===== config.mk =====
export PLATFORM = sky130hd
export DESIGN_NAME = gps_ca_if_gen_flat
export DESIGN_NICKNAME = d
export VERILOG_FILES = /design/src/rtl/gps_ca_if_gen_if.sv /design/src/rtl/gps_ca_if_gen.sv /design/src/flat_wrapper.sv
export SDC_FILE = /design/constraint.sdc
export NUM_CORES = 1
export LEC_CHECK = 0
export CAP_MARGIN = 25
export CORE_AREA = 2 2 127 129
export DETAILED_ROUTE_END_ITERATION = 8
export DIE_AREA = 0 0 129 131
export PLACE_DENSITY = 0.86
export SYNTH_ARGS = -nofsm -noshare
export SYNTH_HDL_FRONTEND = slang
export SYNTH_SLANG_ARGS = --single-unit

===== constraint.sdc =====
create_clock -name clk -period 7.2 [get_ports clk]
set_input_delay 1.08 -clock clk [delete_from_list [all_inputs] [get_ports clk]]
set_output_delay 1.08 -clock clk [all_outputs]
set_load 0.01 [all_outputs]

===== src/rtl/gps_ca_if_gen_if.sv =====
// Control/sample bundle for gps_ca_if_gen: tuning words and PRN setup in,
// 2-bit IF sample plus code-phase status out.
interface gps_ca_if_gen_if #(
  parameter int PHASE_W = 32
);
  logic               enable;
  logic               start;
  logic [7:0]         prn;
  logic [9:0]         code_delay;
  logic [PHASE_W-1:0] carr_incr;
  logic [PHASE_W-1:0] code_incr;
  logic signed [2:0]  fe_val;
  logic               fe_valid;
  logic [9:0]         chip_idx;
  logic               epoch_pulse;
  logic [15:0]        epoch_cnt;
  logic               busy;
  logic               err;

  modport master (
    output enable, start, prn, code_delay, carr_incr, code_incr,
    input  fe_val, fe_valid, chip_idx, epoch_pulse, epoch_cnt, busy, err
  );

  modport slave (
    input  enable, start, prn, code_delay, carr_incr, code_incr,
    output fe_val, fe_valid, chip_idx, epoch_pulse, epoch_cnt, busy, err
  );
endinterface


===== src/rtl/gps_ca_if_gen.sv =====
// GPS L1 C/A IF sample source: Gold code x 8-level carrier, NCO-driven.
// Optional additive LFSR noise when GPS_IF_GEN_NOISE_EN is defined.
module gps_ca_if_gen #(
  parameter int          PHASE_W    = 32,
  parameter logic [15:0] NOISE_SEED = 16'hACE1
) (
  input  logic           clk,
  input  logic           rst,
  gps_ca_if_gen_if.slave bus
);
  localparam logic [1:0] ST_IDLE   = 2'd0;
  localparam logic [1:0] ST_LOAD   = 2'd1;
  localparam logic [1:0] ST_RUN    = 2'd2;
  localparam logic [9:0] LAST_CHIP = 10'd1022;

  logic [1:0]         state;
  logic [9:0]         g1, g2, g1_adv, g2_adv;
  logic [9:0]         slew;
  logic [3:0]         tap_a, tap_b;
  logic [PHASE_W-1:0] code_acc, carr_acc;
  logic [PHASE_W:0]   code_sum;
  logic [2:0]         ph;
  logic               chip, start_ok, run_en;
  logic signed [2:0]  carr_lvl, samp, fe_next;

  // Packed phase-select taps, each nibble is (stage number - 1).
  function automatic logic [7:0] prn_taps(input logic [7:0] p);
    case (p)
      8'd1:  prn_taps = 8'h15;  8'd2:  prn_taps = 8'h26;
      8'd3:  prn_taps = 8'h37;  8'd4:  prn_taps = 8'h48;
      8'd5:  prn_taps = 8'h08;  8'd6:  prn_taps = 8'h19;
      8'd7:  prn_taps = 8'h07;  8'd8:  prn_taps = 8'h18;
      8'd9:  prn_taps = 8'h29;  8'd10: prn_taps = 8'h12;
      8'd11: prn_taps = 8'h23;  8'd12: prn_taps = 8'h45;
      8'd13: prn_taps = 8'h56;  8'd14: prn_taps = 8'h67;
      8'd15: prn_taps = 8'h78;  8'd16: prn_taps = 8'h89;
      8'd17: prn_taps = 8'h03;  8'd18: prn_taps = 8'h14;
      8'd19: prn_taps = 8'h25;  8'd20: prn_taps = 8'h36;
      8'd21: prn_taps = 8'h47;  8'd22: prn_taps = 8'h58;
      8'd23: prn_taps = 8'h02;  8'd24: prn_taps = 8'h35;
      8'd25: prn_taps = 8'h46;  8'd26: prn_taps = 8'h57;
      8'd27: prn_taps = 8'h68;  8'd28: prn_taps = 8'h79;
      8'd29: prn_taps = 8'h05;  8'd30: prn_taps = 8'h16;
      8'd31: prn_taps = 8'h27;  8'd32: prn_taps = 8'h38;
      default: prn_taps = 8'h15;
    endcase
  endfunction

  always_comb begin
    start_ok = (bus.prn != 8'd0) && (bus.prn <= 8'd32) && (bus.code_delay != 10'd1023);
    run_en   = (state == ST_RUN) && bus.enable && !bus.start;
    g1_adv   = {g1[8:0], g1[2] ^ g1[9]};
    g2_adv   = {g2[8:0], g2[1] ^ g2[2] ^ g2[5] ^ g2[7] ^ g2[8] ^ g2[9]};
    chip     = g1[9] ^ g2[tap_a] ^ g2[tap_b];
    code_sum = {1'b0, code_acc} + {1'b0, bus.code_incr};
    // Top three phase bits: magnitude 3 near 0/pi, sign negative for p=2..5.
    ph       = carr_acc[PHASE_W-1 -: 3];
    carr_lvl = (ph[1] == ph[0]) ? 3'sd3 : 3'sd1;
    samp     = ((ph[2] ^ ph[1]) ^ chip) ? -carr_lvl : carr_lvl;
  end

`ifdef GPS_IF_GEN_NOISE_EN
  logic [15:0]       nlfsr;
  logic signed [3:0] nsum;

  always_comb begin
    nsum = $signed({samp[2], samp}) + $signed({nlfsr[2], nlfsr[2:0]});
    if (nsum >= 4'sd2)       fe_next = 3'sd3;
    else if (nsum >= 4'sd0)  fe_next = 3'sd1;
    else if (nsum >= -4'sd2) fe_next = -3'sd1;
    else                     fe_next = -3'sd3;
  end

  always_ff @(posedge clk) begin
    if (rst)
      nlfsr <= NOISE_SEED;
    else if (bus.start && start_ok)
      nlfsr <= NOISE_SEED;
    else if (run_en)
      nlfsr <= {nlfsr[14:0], nlfsr[15] ^ nlfsr[13] ^ nlfsr[12] ^ nlfsr[10]};
  end
`else
  logic unused_seed;
  assign unused_seed = ^NOISE_SEED;
  assign fe_next     = samp;
`endif

  assign bus.busy = (state != ST_IDLE);

  always_ff @(posedge clk) begin
    if (rst) begin
      state           <= ST_IDLE;
      g1              <= '1;
      g2              <= '1;
      slew            <= '0;
      tap_a           <= 4'd1;
      tap_b           <= 4'd5;
      code_acc        <= '0;
      carr_acc        <= '0;
      bus.fe_val      <= '0;
      bus.fe_valid    <= 1'b0;
      bus.chip_idx    <= '0;
      bus.epoch_pulse <= 1'b0;
      bus.epoch_cnt   <= '0;
      bus.err         <= 1'b0;
    end else begin
      bus.fe_valid    <= run_en;
      bus.epoch_pulse <= 1'b0;
      if (bus.start) begin
        if (start_ok) begin
          state          <= ST_LOAD;
          {tap_a, tap_b} <= prn_taps(bus.prn);
          slew           <= bus.code_delay;
          g1             <= '1;
          g2             <= '1;
          code_acc       <= '0;
          carr_acc       <= '0;
          bus.chip_idx   <= '0;
          bus.epoch_cnt  <= '0;
          bus.err        <= 1'b0;
        end else begin
          state   <= ST_IDLE;
          bus.err <= 1'b1;
        end
      end else begin
        case (state)
          ST_LOAD: begin
            if (slew != 10'd0) begin
              g1           <= g1_adv;
              g2           <= g2_adv;
              bus.chip_idx <= bus.chip_idx + 10'd1;
              slew         <= slew - 10'd1;
            end else begin
              state <= ST_RUN;
            end
          end
          ST_RUN: begin
            if (bus.enable) begin
              bus.fe_val <= fe_next;
              code_acc   <= code_sum[PHASE_W-1:0];
              carr_acc   <= carr_acc + bus.carr_incr;
              if (code_sum[PHASE_W]) begin
                // Force the epoch boundary rather than trusting the 1023-chip period.
                if (bus.chip_idx == LAST_CHIP) begin
                  g1              <= '1;
                  g2              <= '1;
                  bus.chip_idx    <= '0;
                  bus.epoch_pulse <= 1'b1;
                  bus.epoch_cnt   <= bus.epoch_cnt + 16'd1;
                end else begin
                  g1           <= g1_adv;
                  g2           <= g2_adv;
                  bus.chip_idx <= bus.chip_idx + 10'd1;
                end
              end
            end
          end
          default: ;
        endcase
      end
    end
  end
endmodule


===== src/flat_wrapper.sv =====
// flat-port wrapper written by rule: the top's interface ports become plain ports
module gps_ca_if_gen_flat 
#(
  parameter int          PHASE_W    = 32,
  parameter logic [15:0] NOISE_SEED = 16'hACE1
)
  (clk, rst, bus_enable, bus_start, bus_prn, bus_code_delay, bus_carr_incr, bus_code_incr, bus_fe_val, bus_fe_valid, bus_chip_idx, bus_epoch_pulse, bus_epoch_cnt, bus_busy, bus_err);
  gps_ca_if_gen_if #(.PHASE_W(PHASE_W)) bus_i ();
  input  logic clk;
  input  logic rst;
  input wire logic [$bits(bus_i.enable)-1:0] bus_enable;
  input wire logic [$bits(bus_i.start)-1:0] bus_start;
  input wire logic [$bits(bus_i.prn)-1:0] bus_prn;
  input wire logic [$bits(bus_i.code_delay)-1:0] bus_code_delay;
  input wire logic [$bits(bus_i.carr_incr)-1:0] bus_carr_incr;
  input wire logic [$bits(bus_i.code_incr)-1:0] bus_code_incr;
  output wire logic [$bits(bus_i.fe_val)-1:0] bus_fe_val;
  output wire logic [$bits(bus_i.fe_valid)-1:0] bus_fe_valid;
  output wire logic [$bits(bus_i.chip_idx)-1:0] bus_chip_idx;
  output wire logic [$bits(bus_i.epoch_pulse)-1:0] bus_epoch_pulse;
  output wire logic [$bits(bus_i.epoch_cnt)-1:0] bus_epoch_cnt;
  output wire logic [$bits(bus_i.busy)-1:0] bus_busy;
  output wire logic [$bits(bus_i.err)-1:0] bus_err;
  assign bus_i.enable = bus_enable;
  assign bus_i.start = bus_start;
  assign bus_i.prn = bus_prn;
  assign bus_i.code_delay = bus_code_delay;
  assign bus_i.carr_incr = bus_carr_incr;
  assign bus_i.code_incr = bus_code_incr;
  assign bus_fe_val = bus_i.fe_val;
  assign bus_fe_valid = bus_i.fe_valid;
  assign bus_chip_idx = bus_i.chip_idx;
  assign bus_epoch_pulse = bus_i.epoch_pulse;
  assign bus_epoch_cnt = bus_i.epoch_cnt;
  assign bus_busy = bus_i.busy;
  assign bus_err = bus_i.err;
  gps_ca_if_gen #(.PHASE_W(PHASE_W), .NOISE_SEED(NOISE_SEED)) u_core (.clk(clk), .rst(rst), .bus(bus_i));
endmodule

==> qor.csv, run 1 <==
stage,metric,value,unit
run_status,status,finished clean,
power_and_ir_drop,combinationalPowerShare,12.8,%
clock_tree,htreeDepth,4,
worst_setup_path,cp-start-kind,primary input,
timing,rsz0062_at_grt,no,
clock_tree,clockBufferDepth,2,
grt,antenna_found_initial,0,
worst_setup_path,cp-end-kind,register,
die,io_pins,119,
power_and_ir_drop,pwr_density_cell,173,nW/um2
power_and_ir_drop,pwr-share-seq,39.7,%
place,gp_congestion,0.910,
power_and_ir_drop,pwr-share-clk,47.4,%
synth,yosysMostFrequentCell,dfxtp_1,
worst_setup_path,cp.required,7570,ps
worst_setup_path,r2r_slack,3250,ps
final_layout,fin_cells,1511,
clock_tree,post_cts_resized,0,
grt,grt_max_degree,84,
synth,synth_cells,1201,
clock_tree,tritoncts,done,
route,viasPerCell,6.10,
route,via_count,9219,
route,routedWlPerCell,15.9,um
power_and_ir_drop,power,1.94,mW
timing,fin_worst_skew,12.9,ps
route,post-route-drc-count,0,
timing,worstMarginPinSlew,885,ps
route,routed_wl,24.1,mm
grt,gr-usage-met3,4.85,%
synth,synthTopCellsByArea,"dfxtp_1 (29%), ha_1 (10%), a21oi_1 (6.7%)",
grt,grt_pass1_wl,39.2,mm
timing,min_period_over_period,65.4,%
final_layout,area_growth_syn_to_layout,20.5,%
timing,hold_viol_final,0,
clock_tree,clock_sinks,136,
power_and_ir_drop,ir_drop,222,uV
place,placed_cells,1479,
timing,fmax,212,MHz
die,initial_core_util,59.5,%
synth,synth-main-ff-cell,dfxtp_1,
timing,relSlewSlack,40.9,%
place,place.detailed.hpwl,16.5,mm
final_layout,drive_above_1_share,4.63,%
synth,synth_edf_count,0,
route,dr.pass1.iters,5,
die,dieArea,16900,um2
clock_tree,worstSkewPairLatency,440,ps
power_and_ir_drop,power_switching_share,26.5,%
synth,syn_avg_cell_area,7.73,um2
grt,grt_pass1_vias,8474,
die,fp-row-count,46,
grt,grt_overflow,0,
timing,drv_slew,0,
power_and_ir_drop,switchingPower,0.514,mW
timing,period_minus_slack,4710,ps
grt,grt_use_total,28.5,%
synth,netlist_top_cells_count,"dfxtp_1 (136), nand2_1 (134), a21oi_1 (124)",
synth,synth_seq_cells,136,
die,coreArea,15600,um2
route,drt_iter0_markers,746,
worst_setup_path,cp_max_fo,33,
synth,ys_seq_area_share,29.3,%
place,io_buffers,118,
final_layout,antenna_cells,0,
place,dp_slack,2150,ps
synth,ys_warn_count,0,
hold_path,hold_class,register to register,
worst_setup_path,worstSetupPathType,primary input to register,
route,drtAntennaViolNets,0,
die,die_w,129,um
synth,async_flop_share,0,%
synth,ys_types,67,
final_layout,final_nets,1444,
synth,syn_area,9290,um2
power_and_ir_drop,internal_power,1.42,mW
clock_tree,root_buffer,clkbuf_16,
clock_tree,numCtsBuffers,17,
timing,setup_tns,0,ps
clock_tree,clk_pin_slew_worst_paths,60,ps
timing,setup_viol,0,
clock_tree,post_cts_buffers,0,
flow_run,maxCapViolations,0,
die,die_h,131,um
synth,yosysTopAreaCellShare,29.3,%
worst_setup_path,cp.arrival,5070,ps
power_and_ir_drop,leakage,4.53,nW
grt,grt-busiest-layer,met2,
grt,use_met2,48.0,%
grt,grt_use_met1,36.4,%
synth,yosysTopAreaCell,dfxtp_1,
timing,finalWorstSetupSlack,2490,ps
clock_tree,cts_hold_buf,0,
synth,synth_nets,1363,
[metal layers]
layer | share of wire (%) | vias up
li1 | - | 4564
met1 | 44 | 4297
met2 | 47 | 300
met3 | 5.4 | 58
met4 | 2.9 | 0
met5 | 0 | -
[power by group through the flow]
stage / logic, mW / registers [mW] / clock network, mW
floorplan: 0.155 / 0.784 / 0
global placement: 0.238 / 0.785 / 0
detailed placement: 0.242 / 0.785 / 0
CTS: 0.246 / 0.769 / 0.925
global route: 0.273 / 0.770 / 0.957
finish: 0.249 / 0.769 / 0.919
[final cells by class]
class	count	area [um2]
Inverter	30	113
Fill cell	1203	4410
Sequential cell	136	2720
Clock buffer	17	425
Multi-Input combinational cell	969	6210
Tap cell	216	270
Timing Repair Buffer	128	1250
Clock inverter	15	191
[critical path, stage by stage]
cell and delay (ps):
clkdlybuf4s50_1 470, ha_1 180, fa_1 230, a211oi_1 130
o31ai_2 290, a21oi_1 150, o211a_1 330, a2111oi_4 470
o21ai_1 160, a21oi_4 450, buf_4 380, nand2_1 110
or4_1 440, a21oi_1 190
[kinds of logic after synthesis]
logic type | after synthesis | share of synthesized area, %
AO/OA/AOI/OAI | 345 | 23.6
adder cells (fa/ha/maj) | 78 | 10.6
AND/OR/NAND/NOR | 458 | 23.4
XOR/XNOR | 71 | 6.70
buffers and inverters | 96 | 3.91
multiplexers | 17 | 2.51
flip-flops | 136 | 29.3
[cells in the final DEF (no fill, tap or decap), types with 5 or more instances in the layout]
master,count
ha_1,74
a21o_1,34
a2111oi_0,6
and3_1,20
dfxtp_1,136
a21oi_1,124
and2_1,7
a31oi_1,11
nor2_1,102
inv_6,5
xnor2_1,38
nand2_1,134
nand3_1,53
nor2b_1,7
nand3b_1,7
nand4_1,15
a221oi_1,6
nand2b_1,10
o21ai_0,63
o21a_1,6
o211ai_1,7
xor2_1,33
buf_4,11
mux4_2,5
clkdlybuf4s50_1,117
nor4_1,9
a211o_1,6
a22oi_1,16
a211oi_1,25
nor3_1,65
inv_1,29
or3_1,8
mux2i_1,12
clkbuf_16,17
or4_1,5
[registers in the layout, indices dropped and copies added (netlist names)]
signal	count
u_core.bus.chip_idx	10
u_core.bus.epoch_cnt	16
u_core.bus.epoch_pulse	1
u_core.bus.err	1
u_core.bus.fe_val	3
u_core.bus.fe_valid	1
u_core.carr_acc	32
u_core.code_acc	32
u_core.g1	10
u_core.g2	10
u_core.slew	10
u_core.state	2
u_core.tap_a	4
u_core.tap_b	4
[path summary, 6_finish.rpt]
| kind | from | endpoint | cells past startpoint |
|---|---|---|---|
| min reg2reg | u_core.code_acc[11]$_SDFFE_PP0P_ | u_core.code_acc[11]$_SDFFE_PP0P_ | 2 |
| min | u_core.code_acc[11]$_SDFFE_PP0P_ | u_core.code_acc[11]$_SDFFE_PP0P_ | 2 |
| max reg2reg | u_core.code_acc[0]$_SDFFE_PP0P_ | u_core.bus.chip_idx[8]$_SDFFE_PP0P_ | 13 |
| max | bus_code_incr[0] | u_core.bus.chip_idx[8]$_SDFFE_PP0P_ | 14 |
[metrics by stage]
| stage | area [um2] | hold WS (ps) | util [%] |
|---|---|---|---|
| 6_report | 11200 | 461 | 71.7 |
| 3_5_place_dp | 10600 | 450 | 67.8 |
| 3_3_place_gp | 10600 | 437 | 67.8 |
| 4_1_cts | 11200 | 460 | 71.7 |
| 2_1_floorplan | 9290 | 429 | - |
| 5_1_grt | 11200 | 481 | 71.7 |
Power figures use the tool's default switching activity.
==> inputs of run 2 (changes only) <==
- CORE_AREA: 2 2 127 129 -> 2 2 138 140
- DIE_AREA: 0 0 129 131 -> 0 0 140 142
- PLACE_DENSITY: 0.86 -> 0.78
- clock period: 7.2 -> 4 ns (I/O delays scaled with it)
==> qor.csv, run 2 (same netlist as run 1, synthesis figures left out) <==
stage,metric,value,unit,change
grt,grt_use_total,23.8,%,-4.6 points
grt,grt_overflow,0,,unchanged
final_layout,layout_commonest_cell,dfxtp_1,,
timing,setup_tns,0,ps,unchanged
place,placed_cells,1523,,+3.0%
worst_setup_path,cp_slowest_cell,or4b_1,,
die,coreArea,18500,um2,+18%
timing,setup_viol,0,,unchanged
clock_tree,clockBufferDepth,2,,unchanged
clock_tree,clock_sinks,136,,unchanged
clock_tree,cts_hold_buf,0,,unchanged
grt,gr-usage-met3,4.14,%,-0.71 points
power_and_ir_drop,power,3.37,mW,+74%
worst_setup_path,cp-end-kind,register,,
grt,grt_pass1_wl,39.5,mm,+0.70%
timing,whs,454,ps,-6.44 ps
worst_setup_path,cp.required,4310,ps,-3260 ps
worst_setup_path,cp_max_fo,5,,-85%
timing,relSlewSlack,51.1,%,+10 points
timing,fin_worst_skew,9.35,ps,-3.55 ps
run_status,violations,DRC,,
worst_setup_path,path_cells,clkdlybuf4s50_1 > ha_1 > o21ai_0 > nor2_1 > a21oi_1 > a31oi_1 > a41oi_1 > or4b_1 > a2111oi_0 > buf_4 > nor4_1 > a21oi_1 > nor2_1,,
clock_tree,clk_pin_slew_worst_paths,60,ps,about the same
die,fp-row-count,50,,+8.7%
clock_tree,htreeDepth,4,,unchanged
route,drtAntennaViolNets,0,,unchanged
flow_run,maxCapViolations,0,,unchanged
route,dr.pass1.iters,7,,+2
timing,worstMarginPinSlew,734,ps,-151 ps
timing,min_period_over_period,88.7,%,
final_layout,mostFrequentLayoutCells,"dfxtp_1 (136), nand2_1 (134), a21oi_1 (124), clkdlybuf4s50_1 (117), nor2_1 (102)",,
worst_setup_path,critPathMaxStageDelay,590,ps,+120 ps
grt,grt_max_degree,58,,-31%
route,viasPerCell,5.90,,-3.4%
power_and_ir_drop,leakage,4.65,nW,+2.5%
worst_setup_path,path_buf_inv,2,,unchanged
worst_setup_path,critPathTopFamily,compound AO/OA/AOI/OAI gates,,
die,io_pins,119,,unchanged
hold_path,hold_class,register to register,,
final_layout,drive_above_1_share,6.21,%,+1.6 points
timing,fmax,282,MHz,
route,post-route-drc-count,10,,+10
final_layout,final_nets,1470,,+1.8%
die,die_h,142,um,+8.4%
grt,grt_use_met1,32.4,%,-4.1 points
route,via_count,9163,,-0.61%
clock_tree,root_buffer,clkbuf_16,,
worst_setup_path,cp-start-kind,primary input,,
grt,antenna_found_initial,0,,unchanged
grt,grt-busiest-layer,met2,,
worst_setup_path,cp.arrival,3860,ps,-1210 ps
timing,rsz0062_at_grt,no,,
die,initial_core_util,50.3,%,-9.2 points
clock_tree,worstSkewPairLatency,420,ps,-20 ps
final_layout,area_growth_syn_to_layout,22.3,%,
place,place.detailed.hpwl,16.6,mm,+0.43%
final_layout,antenna_cells,0,,unchanged
timing,period_minus_slack,3550,ps,
clock_tree,post_cts_buffers,0,,unchanged
grt,use_met2,39.5,%,-8.5 points
run_status,status,"finished, violations left",,
timing,drv_slew,0,,unchanged
power_and_ir_drop,ir_drop,277,uV,+25%
die,dieArea,19900,um2,+18%
clock_tree,numCtsBuffers,17,,unchanged
place,gp_congestion,0.880,,-3.3%
place,io_buffers,118,,unchanged
final_layout,top_regs,"u_core.carr_acc x32, u_core.code_acc x32, u_core.bus.epoch_cnt x16",,
worst_setup_path,worstSetupPathType,primary input to register,,
clock_tree,post_cts_resized,0,,unchanged
route,drt_iter0_markers,722,,-3.2%
route,routedWlPerCell,15.4,um,-3.5%
final_layout,fin_cells,1554,,+2.8%
grt,grt_pass1_vias,8350,,-1.5%
route,routed_wl,23.9,mm,-0.74%
power_and_ir_drop,pwr_density_cell,297,nW/um2,+72%
clock_tree,tritoncts,done,,
die,die_w,140,um,+8.5%
timing,hold_viol_final,0,,unchanged
run 2: stage by stage:
| stage | util [%] | cell area, um2 | setup WS (ps) |
|---|---|---|---|
| after floorplan | - | 9290 | 648 |
| after global placement | 58.5 | 10800 | 123 |
| after CTS | 61.5 | 11400 | 477 |
| after global routing | 61.5 | 11400 | 214 |
| final | 61.5 | 11400 | 454 |
| after detailed placement | 58.5 | 10800 | 37.5 |
run 2: final cells by class:
| class | count | area (um2) |
|---|---|---|
| repair buffers | 154 | 1450 |
| fillers | 1660 | 7100 |
| flip-flops and latches | 136 | 2720 |
| multi-input cells | 969 | 6210 |
| well taps | 234 | 293 |
| clock buffers | 22 | 464 |
| clock inverters | 9 | 100 |
| inverters | 30 | 113 |
run 2: where the power goes:
part	switching [mW]	internal, mW
Sequential	0.0149	1.37
Combinational	0.246	0.211
Clock	0.592	0.941
run 2: path summary, 6_finish.rpt:
| kind | start | end | slack (ps) | cells after the start |
|---|---|---|---|---|
| max reg2reg | u_core.carr_acc[2]$_SDFFE_PP0P_ | u_core.carr_acc[31]$_SDFFE_PP0P_ | 750 | 12 |
| max | bus_carr_incr[2] | u_core.carr_acc[31]$_SDFFE_PP0P_ | 450 | 13 |
| min reg2reg | u_core.bus.fe_val[2]$_SDFFE_PP0P_ | u_core.bus.fe_val[2]$_SDFFE_PP0P_ | 450 | 2 |
| min | u_core.bus.fe_val[2]$_SDFFE_PP0P_ | u_core.bus.fe_val[2]$_SDFFE_PP0P_ | 450 | 2 |
run 2: routing by layer:
layer / vias to the layer above / part of all wire, %
met3: 25 / 4.9
met5: - / 0
met2: 262 / 46
met1: 4278 / 47
li1: 4598 / -
met4: 0 / 1.3
run 2: tightest hold or removal path, delay by kind of cell, from the launching register on:
family / cells / cell delay, ps
compound gates: 1 / 50
flops: 1 / 300
simple gates: 1 / 50
==> inputs of run 3 (changes only) <==
- clock period: 4 -> 3.1 ns (I/O delays scaled with it)
==> qor.csv, run 3 (same netlist as run 1, synthesis figures left out) <==
stage,metric,value,unit,change
run_status,status,"finished, violations left",,
run_status,violations,"DRC, setup timing",,
flow_run,maxCapViolations,0,,unchanged
timing,fmax,321,MHz,
final_layout,top_regs,"u_core.carr_acc x32, u_core.code_acc x32, u_core.bus.epoch_cnt x16",,
worst_setup_path,critPathTopFamily,simple AND/OR/NAND/NOR gates,,
timing,finalWorstSetupSlack,-19.7,ps,-474 ps
final_layout,mostFrequentLayoutCells,"buf_4 (157), dfxtp_1 (135), nand2_1 (133), a21oi_1 (122), clkdlybuf4s50_1 (114)",,
grt,grt_pass1_wl,42.1,mm,+6.6%
place,gp_congestion,0.868,,-1.3%
route,via_count,9752,,+6.4%
timing,relSlewSlack,51.7,%,+0.61 points
place,io_buffers,118,,unchanged
route,post-route-drc-count,12,,+2
final_layout,nFillCells,1457,,-12%
die,io_pins,119,,unchanged
die,coreArea,18500,um2,unchanged
clock_tree,clockBufferDepth,2,,unchanged
route,dr.pass1.iters,9,,+2
final_layout,fin_area,12600,um2,+11%
hold_path,hold_depth,3,,+1
hold_path,min_from,rst,,
clock_tree,worstSkewPairLatency,430,ps,about the same
power_and_ir_drop,ir_drop,377,uV,+36%
worst_setup_path,cp_max_fo,5,,unchanged
timing,rsz0062_at_grt,yes,,
worst_setup_path,cp-end-kind,register,,
power_and_ir_drop,leakage,5.32,nW,+15%
hold_path,whs_endpoint,u_core.g1[0]$_SDFFE_PP1P_,,
timing,min_period_over_period,101,%,
route,drtAntennaViolNets,0,,unchanged
place,dpl_cell_area,11700,um2,+8.0%
worst_setup_path,crit_top_cell,and3_4,,
clock_tree,htreeDepth,4,,unchanged
final_layout,drive_above_1_share,16.8,%,+11 points
clock_tree,numCtsBuffers,17,,unchanged
grt,grt_use_total,25.6,%,+1.8 points
timing,hold_viol_final,0,,unchanged
die,initial_core_util,50.3,%,unchanged
worst_setup_path,reg2regPathDepth,12,,unchanged
worst_setup_path,r2r_end,u_core.bus.chip_idx[8]$_SDFFE_PP0P_,,
worst_setup_path,path_cells,clkdlybuf4s50_1 > ha_4 > and4_1 > and3_4 > and3_4 > buf_4 > nand2_1 > a2111oi_4 > o21ai_2 > a21oi_4 > nand2_2 > or4_1 > a21oi_1,,
clock_tree,clock_sinks,136,,unchanged
timing,drv_slew,0,,unchanged
timing,setup_tns,-19.7,ps,-19.7 ps
grt,grt_pass1_vias,9025,,+8.1%
worst_setup_path,r2r_slack,-10,ps,-760 ps
worst_setup_path,startpoint,bus_code_incr[25],,
route,drt_iter0_markers,733,,+1.5%
place,dp_slack,-648,ps,-686 ps
die,dieArea,19900,um2,unchanged
timing,worstMarginPinSlew,723,ps,-11.2 ps
worst_setup_path,cp-start-kind,primary input,,
timing,setup_viol,1,,+1
worst_setup_path,worstSetupPathType,primary input to register,,
final_layout,layout_commonest_cell,buf_4,,
grt,antenna_found_initial,1,,+1
final_layout,utilization,68.2,%,+6.7 points
timing,period_minus_slack,3120,ps,
worst_setup_path,cp.arrival,3480,ps,-380 ps
clock_tree,tritoncts,done,,
worst_setup_path,critPathMaxStageDelay,520,ps,-70 ps
power_and_ir_drop,pwr_density_cell,367,nW/um2,+24%
clock_tree,root_buffer,clkbuf_16,,
worst_setup_path,r2r-start,u_core.code_acc[0]$_SDFFE_PP0P_,,
die,fp-row-count,50,,unchanged
hold_path,hold_class,primary input to register,,
grt,grt_overflow,0,,unchanged
die,die_h,142,um,unchanged
final_layout,area_growth_syn_to_layout,35.6,%,
place,place.detailed.hpwl,18.4,mm,+11%
route,routed_wl,26.3,mm,+10%
clock_tree,cts_hold_buf,0,,unchanged
grt,grt_max_degree,61,,+5.2%
worst_setup_path,cp_slowest_cell,or4_1,,
worst_setup_path,path_buf_inv,2,,unchanged
final_layout,final_nets,1592,,+8.3%
timing,fin_worst_skew,12.4,ps,+3.07 ps
route,routedWlPerCell,15.7,um,+1.8%
die,die_w,140,um,unchanged
route,viasPerCell,5.81,,-1.4%
worst_setup_path,cp.required,3460,ps,-850 ps
clock_tree,clk_pin_slew_worst_paths,60,ps,about the same
power_and_ir_drop,power,4.63,mW,+37%
[run 3: cell types whose count changed in the layout (fill, tap and decap cells not counted), moves of 4 or more]
cell      change
clkinv_4      +4
buf_4       +120
ha_1          -6
ha_4          +4
[run 3: per-layer routing]
layer,track usage [%],vias to the layer above,wire length (um)
li1,-,4853,-
met2,43.1,289,12500
met1,33.5,4561,11800
met5,0,-,0
met4,9.84,0,656
met3,3.70,49,1320
[run 3: stage by stage]
| step | cells | hold slack (ps) |
|---|---|---|
| after global routing | 1678 | 404 |
| after CTS | 1671 | 392 |
| final | 1678 | 396 |
| after global placement | 1637 | 440 |
| after detailed placement | 1637 | 447 |
| after floorplan | 1201 | 429 |
[run 3: worst max-delay path by stage]
| stage | endpoint | slack, ps | depth (start not counted) |
|---|---|---|---|
| 2_1_floorplan | u_core.code_acc[24]$_SDFFE_PP0P_ | 5 | 12 |
| 3_3_place_gp | u_core.code_acc[24]$_SDFFE_PP0P_ | -590 | 13 |
| 3_5_place_dp | u_core.bus.chip_idx[8]$_SDFFE_PP0P_ | -650 | 13 |
| 4_1_cts | u_core.bus.epoch_cnt[1]$_SDFFE_PP0P_ | -80 | 12 |
| 5_1_grt | u_core.bus.chip_idx[8]$_SDFFE_PP0P_ | -120 | 13 |
| 6_report | u_core.bus.chip_idx[8]$_SDFFE_PP0P_ | -20 | 13 |
[run 3: worst register-to-register path, cell delays in order, from the launching register on]
cell and delay, ps:
dfxtp_2 350, ha_4 140, fa_2 240, a211oi_4 80
o31ai_4 290, a21oi_2 110, o211a_4 260, a2111oi_4 440
o21ai_2 140, a21oi_4 250, nand2_2 80, or4_1 520
a21oi_1 130
[run 3: timing repair]
item,in CTS,in global routing
cloned,0,0
resized for setup,14,38
setup buffers,2,7
pin swaps,5,17
setup endpoints to repair,49,52
[run 3: cell type report]
class,count,area [um2],share of cell area (%)
sequential,136,2720,21.6
clock inverter,15,201,1.60
multi-input combinational,969,6460,51.3
inverter,30,113,0.894
antenna,1,2.50,0.0199
timing repair buffer,276,2380,18.9
clock buffer,17,425,3.38
tap,234,293,2.32
[run 3: report_power, final]
group	switching (mW)	internal [mW]
clock	0.826	1.35
combinational	0.345	0.322
sequential	0.0204	1.77
